[src/rtl/bcd_disp_pkg.sv]
// Shared constants for the four-digit BCD seven-segment scanner.
// Segment patterns are active-low {g,f,e,d,c,b,a}.
package bcd_disp_pkg;
    localparam logic [6:0] SEG_0     = 7'h40;
    localparam logic [6:0] SEG_1     = 7'h79;
    localparam logic [6:0] SEG_2     = 7'h24;
    localparam logic [6:0] SEG_3     = 7'h30;
    localparam logic [6:0] SEG_4     = 7'h19;
    localparam logic [6:0] SEG_5     = 7'h12;
    localparam logic [6:0] SEG_6     = 7'h02;
    localparam logic [6:0] SEG_7     = 7'h78;
    localparam logic [6:0] SEG_8     = 7'h00;
    localparam logic [6:0] SEG_9     = 7'h10;
    localparam logic [6:0] SEG_BLANK = 7'h7F;
    localparam logic [6:0] SEG_DASH  = 7'h3F;

    localparam logic [1:0] DIG_ONES      = 2'd0;
    localparam logic [1:0] DIG_TENS      = 2'd1;
    localparam logic [1:0] DIG_HUNDREDS  = 2'd2;
    localparam logic [1:0] DIG_THOUSANDS = 2'd3;
endpackage

[src/rtl/seg7_decode.sv]
// BCD code to active-low seven-segment pattern; codes above 9 show a dash.
module seg7_decode
    import bcd_disp_pkg::*;
(
    input  logic [3:0] code_i,
    input  logic       blank_i,
    output logic [6:0] seg_o
);
    always_comb begin
        seg_o = SEG_DASH;
        if (blank_i) begin
            seg_o = SEG_BLANK;
        end else begin
            case (code_i)
                4'd0:    seg_o = SEG_0;
                4'd1:    seg_o = SEG_1;
                4'd2:    seg_o = SEG_2;
                4'd3:    seg_o = SEG_3;
                4'd4:    seg_o = SEG_4;
                4'd5:    seg_o = SEG_5;
                4'd6:    seg_o = SEG_6;
                4'd7:    seg_o = SEG_7;
                4'd8:    seg_o = SEG_8;
                4'd9:    seg_o = SEG_9;
                default: seg_o = SEG_DASH;
            endcase
        end
    end
endmodule

[src/rtl/bcd_display_scan.sv]
// Latches four BCD digits and scans them onto a common-anode display
// with optional leading-zero blanking and registered active-low outputs.
module bcd_display_scan
    import bcd_disp_pkg::*;
#(
    parameter int unsigned REFRESH_DIV = 100000,
    parameter int unsigned CNT_W       = 20
) (
    input  logic       clk,
    input  logic       rst,
    input  logic       load,
    input  logic [3:0] thousands,
    input  logic [3:0] hundreds,
    input  logic [3:0] tens,
    input  logic [3:0] ones,
    input  logic [3:0] dp_mask,
    input  logic       blank_lz,
    output logic [3:0] an,
    output logic [6:0] seg,
    output logic       dp
);
    localparam logic [CNT_W-1:0] CNT_LAST = CNT_W'(REFRESH_DIV - 1);

    logic [3:0][3:0]  dig_q, dig_d;
    logic [3:0]       dpm_q, dpm_d;
    logic [CNT_W-1:0] cnt_q, cnt_d;
    logic [1:0]       idx_q, idx_d;
    logic [3:0]       an_q;
    logic [6:0]       seg_q;
    logic             dp_q;

    logic             wrap;
    logic             blank_cur;
    logic [6:0]       seg_dec;

    assign wrap = (cnt_q == CNT_LAST);

    always_comb begin
        cnt_d = wrap ? '0 : cnt_q + CNT_W'(1);
        idx_d = wrap ? idx_q + 2'd1 : idx_q;
        dig_d = dig_q;
        dpm_d = dpm_q;
        if (load) begin
            dig_d = {thousands, hundreds, tens, ones};
            dpm_d = dp_mask;
        end
    end

    // Invalid codes are nonzero, so they stop blanking of lower digits.
    always_comb begin
        blank_cur = 1'b0;
        unique case (idx_q)
            DIG_ONES:      blank_cur = 1'b0;
            DIG_TENS:      blank_cur = blank_lz && dig_q[3] == 4'd0 &&
                                       dig_q[2] == 4'd0 && dig_q[1] == 4'd0;
            DIG_HUNDREDS:  blank_cur = blank_lz && dig_q[3] == 4'd0 &&
                                       dig_q[2] == 4'd0;
            DIG_THOUSANDS: blank_cur = blank_lz && dig_q[3] == 4'd0;
            default:       blank_cur = 1'b0;
        endcase
    end

    seg7_decode u_dec (
        .code_i  (dig_q[idx_q]),
        .blank_i (blank_cur),
        .seg_o   (seg_dec)
    );

    always_ff @(posedge clk) begin
        if (rst) begin
            dig_q <= '0;
            dpm_q <= '0;
            cnt_q <= '0;
            idx_q <= DIG_ONES;
            an_q  <= 4'b1111;
            seg_q <= SEG_BLANK;
            dp_q  <= 1'b1;
        end else begin
            dig_q <= dig_d;
            dpm_q <= dpm_d;
            cnt_q <= cnt_d;
            idx_q <= idx_d;
            an_q  <= ~(4'b0001 << idx_q);
            seg_q <= seg_dec;
            dp_q  <= ~dpm_q[idx_q];
        end
    end

    assign an  = an_q;
    assign seg = seg_q;
    assign dp  = dp_q;
endmodule

[config.mk]
export PLATFORM = sky130hd
export DESIGN_NAME = bcd_display_scan
export DESIGN_NICKNAME = d
export VERILOG_FILES = /design/src/rtl/bcd_disp_pkg.sv /design/src/rtl/seg7_decode.sv /design/src/rtl/bcd_display_scan.sv
export SDC_FILE = /design/constraint.sdc
export NUM_CORES = 1
export LEC_CHECK = 0
export CAP_MARGIN = 30
export CORE_ASPECT_RATIO = 1.75
export CORE_MARGIN = 2
export CORE_UTILIZATION = 49
export DETAILED_ROUTE_END_ITERATION = 12
export GPL_TIMING_DRIVEN = 0
export PLACE_DENSITY = 0.88
export SLEW_MARGIN = 20
export SYNTH_ARGS = -nofsm -noshare
export SYNTH_HDL_FRONTEND = slang
export SYNTH_HIERARCHICAL = 1
export SYNTH_SLANG_ARGS = --single-unit
[constraint.sdc]
create_clock -name clk -period 2.2 [get_ports clk]
set_input_delay 0.22 -clock clk [delete_from_list [all_inputs] [get_ports clk]]
set_output_delay 0.22 -clock clk [all_outputs]
set_load 0.05 [all_outputs]
==> impl_metrics.json <==
{
  "status": "finished, violations left",
  "violations": "DRC",
  "dieArea_um2": 5850,
  "fill_cells": 397,
  "num_rows": 34,
  "yosys-top-cells-count": "54 x dfxtp_1, 44 x nor2_1, 21 x mux2i_1",
  "min_period_over_period_pct": 99.8,
  "fmax_ghz": 0.456,
  "yosys_warnings": 6,
  "post_drt_wl_per_cell_um": 15.2,
  "antenna_found_initial": 0,
  "insertedDiodeCount": 0,
  "critPathKind": "reg -> reg",
  "synth_flop_cell": "dfxtp_1",
  "finClkSkew_ps": 15.6,
  "ant_nets": 0,
  "synth-edff-count": 0,
  "yosysTopAreaCellShare_pct": 42.2,
  "hold_violations": 0,
  "nNetsFinal": 347,
  "tightest_slew_ps": 689,
  "cts_buffer_depth": 2,
  "drc": 3,
  "ys_types": 46,
  "dieHeight_um": 99.7,
  "fin_setup_tns_ps": 0,
  "finalSetupViolCount": 0,
  "dp_hpwl_mm": 3.93,
  "track_usage_pct": 19.5,
  "cp-endpoint": "seg[0]",
  "crit_start": "idx_q[0]",
  "htreeDepth": 2,
  "relSlewSlack_pct": 54.1,
  "utilization_pct": 63.1,
  "maxCapViolCount": 0,
  "avgSynthCellArea_um2": 9.63,
  "critPathRequiredTime_ps": 2410,
  "ir_drop_uv": 474,
  "clock_sinks": 54,
  "viasPerCell": 5.75,
  "first_iter_violations": 70,
  "hold_path.class": "reg -> reg",
  "slew_viol_final": 0,
  "clock_latency_ps": 320,
  "path_clk_slew_ps": 100,
  "layout-area-overhead-vs-synth_pct": 23.7,
  "grt_pass1_vias": 1978,
  "instances_no_fill": 367,
  "reg2reg_to": "seg[0]",
  "gr-total-overflow": 0,
  "io_buffers": 34,
  "r2r_start": "idx_q[0]",
  "syn_nets": 301,
  "dp.cells": 354,
  "first_pass_iters": 8,
  "finalCriticalPeriod_ps": 2200,
  "cts_tree": "done",
  "num_vias": 2110,
  "gp_congestion": 0.855,
  "yosysSeqAreaShare_pct": 42.2,
  "finalHoldWorstSlack_ps": 485,
  "critPathLaunchType": "register",
  "p_leak_nw": 1.24,
  "numCtsBuffers": 5,
  "syn_inst": 266,
  "syn_area_um2": 2560,
  "finalWirelength_mm": 5.57,
  "die-width_um": 58.7,
  "grt_pass1_wl_mm": 8.78,
  "crit_path_end_kind": "register",
  "ys_ff_latch": 54,
  "rsz0062_at_grt": "true",
  "synth_most_common_cell": "dfxtp_1",
  "drive_above_1_share_pct": 16.3,
  "r2r_setup_slack_ps": 5,
  "cts_root_buf": "clkbuf_8",
  "start_util_pct": 51.0,
  "synth_top_area_cell": "dfxtp_1",
  "cp.arrival_ps": 2400,
  "grt_max_degree": 17,
  "crit_fanout": 5,
  "coreArea_um2": 5020,
  "reg2reg_depth": 7,
  "async_flop_share_pct": 0,
  "ys_top_cells_by_area": "dfxtp_1 42%, mux2i_1 8.2%, nor2_1 6.4%",
  "io-pin-count": 36,
  "power_density_nw_per_um2": 593
}
## cells by family after synthesis
group / synth area share, %
flip-flops: 42.2
adder cells (fa/ha/maj): 5.37
buffers and inverters: 4.15
AO/OA/AOI/OAI: 7.42
XOR/XNOR: 4.44
AND/OR/NAND/NOR: 23.4
multiplexers: 13.0
## layer usage
metal | up-vias | global-route usage, % | wire [um]
met2 | 74 | 34.6 | 3030
li1 | 1014 | - | -
met4 | 0 | 11.0 | 278
met5 | - | 0 | 0
met3 | 26 | 3.12 | 189
met1 | 996 | 21.1 | 2080
## what timing repair did
item	in CTS	in global routing
pin swaps	1	6
setup buffers	2	3
cloned	0	0
resized for setup	3	14
setup endpoints to repair	2	6
hold buffers	0	0
## layout make-up
class	count	area [um^2]	area share, %
Clock inverter	2	13.8	0.434
Inverter	10	37.5	1.18
Sequential cell	54	1080	34.1
Multi-Input combinational cell	189	1430	45.2
Timing Repair Buffer	39	382	12.0
Clock buffer	6	72.6	2.29
Buffer	13	81.3	2.57
Tap cell	54	67.6	2.13
## worst min-delay path by stage
stage	from	to	slack [ps]	cells after the start
finish	cnt_q[0]	cnt_q[0]	490	1
global route	dp_mask[2]	dpm_q[2]	530	3
CTS	cnt_q[0]	cnt_q[0]	490	1
detailed placement	cnt_q[0]	cnt_q[0]	460	1
global placement	cnt_q[0]	cnt_q[0]	460	1
floorplan	dp_mask[2]	dpm_q[2]	370	2
## registers in the layout, summed over array words and instances, names as in the netlist
name   count
idx_q      2
dp         1
dig_q     16
an         4
seg        7
dpm_q      4
cnt_q     20
## power by group
part | total, mW | switching [mW] | leakage, nW | internal [mW]
combinational | 0.286 | 0.151 | 0.754 | 0.135
sequential | 1.04 | 0.0217 | 0.443 | 1.02
clock | 0.553 | 0.328 | 0.0452 | 0.225
## stage by stage
step | instance area (um^2) | total power [mW] | worst slack, ps
global route | 3170 | 1.94 | -53.9
CTS | 3090 | 1.87 | 1.28
finish | 3170 | 1.88 | 4.85
floorplan | 2570 | 1.23 | 34.1
global placement | 2970 | 1.32 | -234
detailed placement | 2980 | 1.33 | -132
## placed cells by master, fill, tap and decap left out, drive strengths merged, types with 6 or more instances in the layout
cell type,instances
a21oi,9
buf,12
clkbuf,12
clkdlybuf4s50,34
dfxtp,54
ha,11
inv,9
mux2i,21
nand2,17
nand3,7
nor2,44
nor4,8
or2,11
or4,7
xnor2,7
xor2,6
## worst max-delay path, stage by stage (launching register included)
cell and delay, ps:
dfxtp_2 370, buf_8 120, mux4_2 560, ha_4 180, or2_1 220, a211oi_2 320, nor2_1 90, or2_4 220
(Power assumes the default switching activity.)
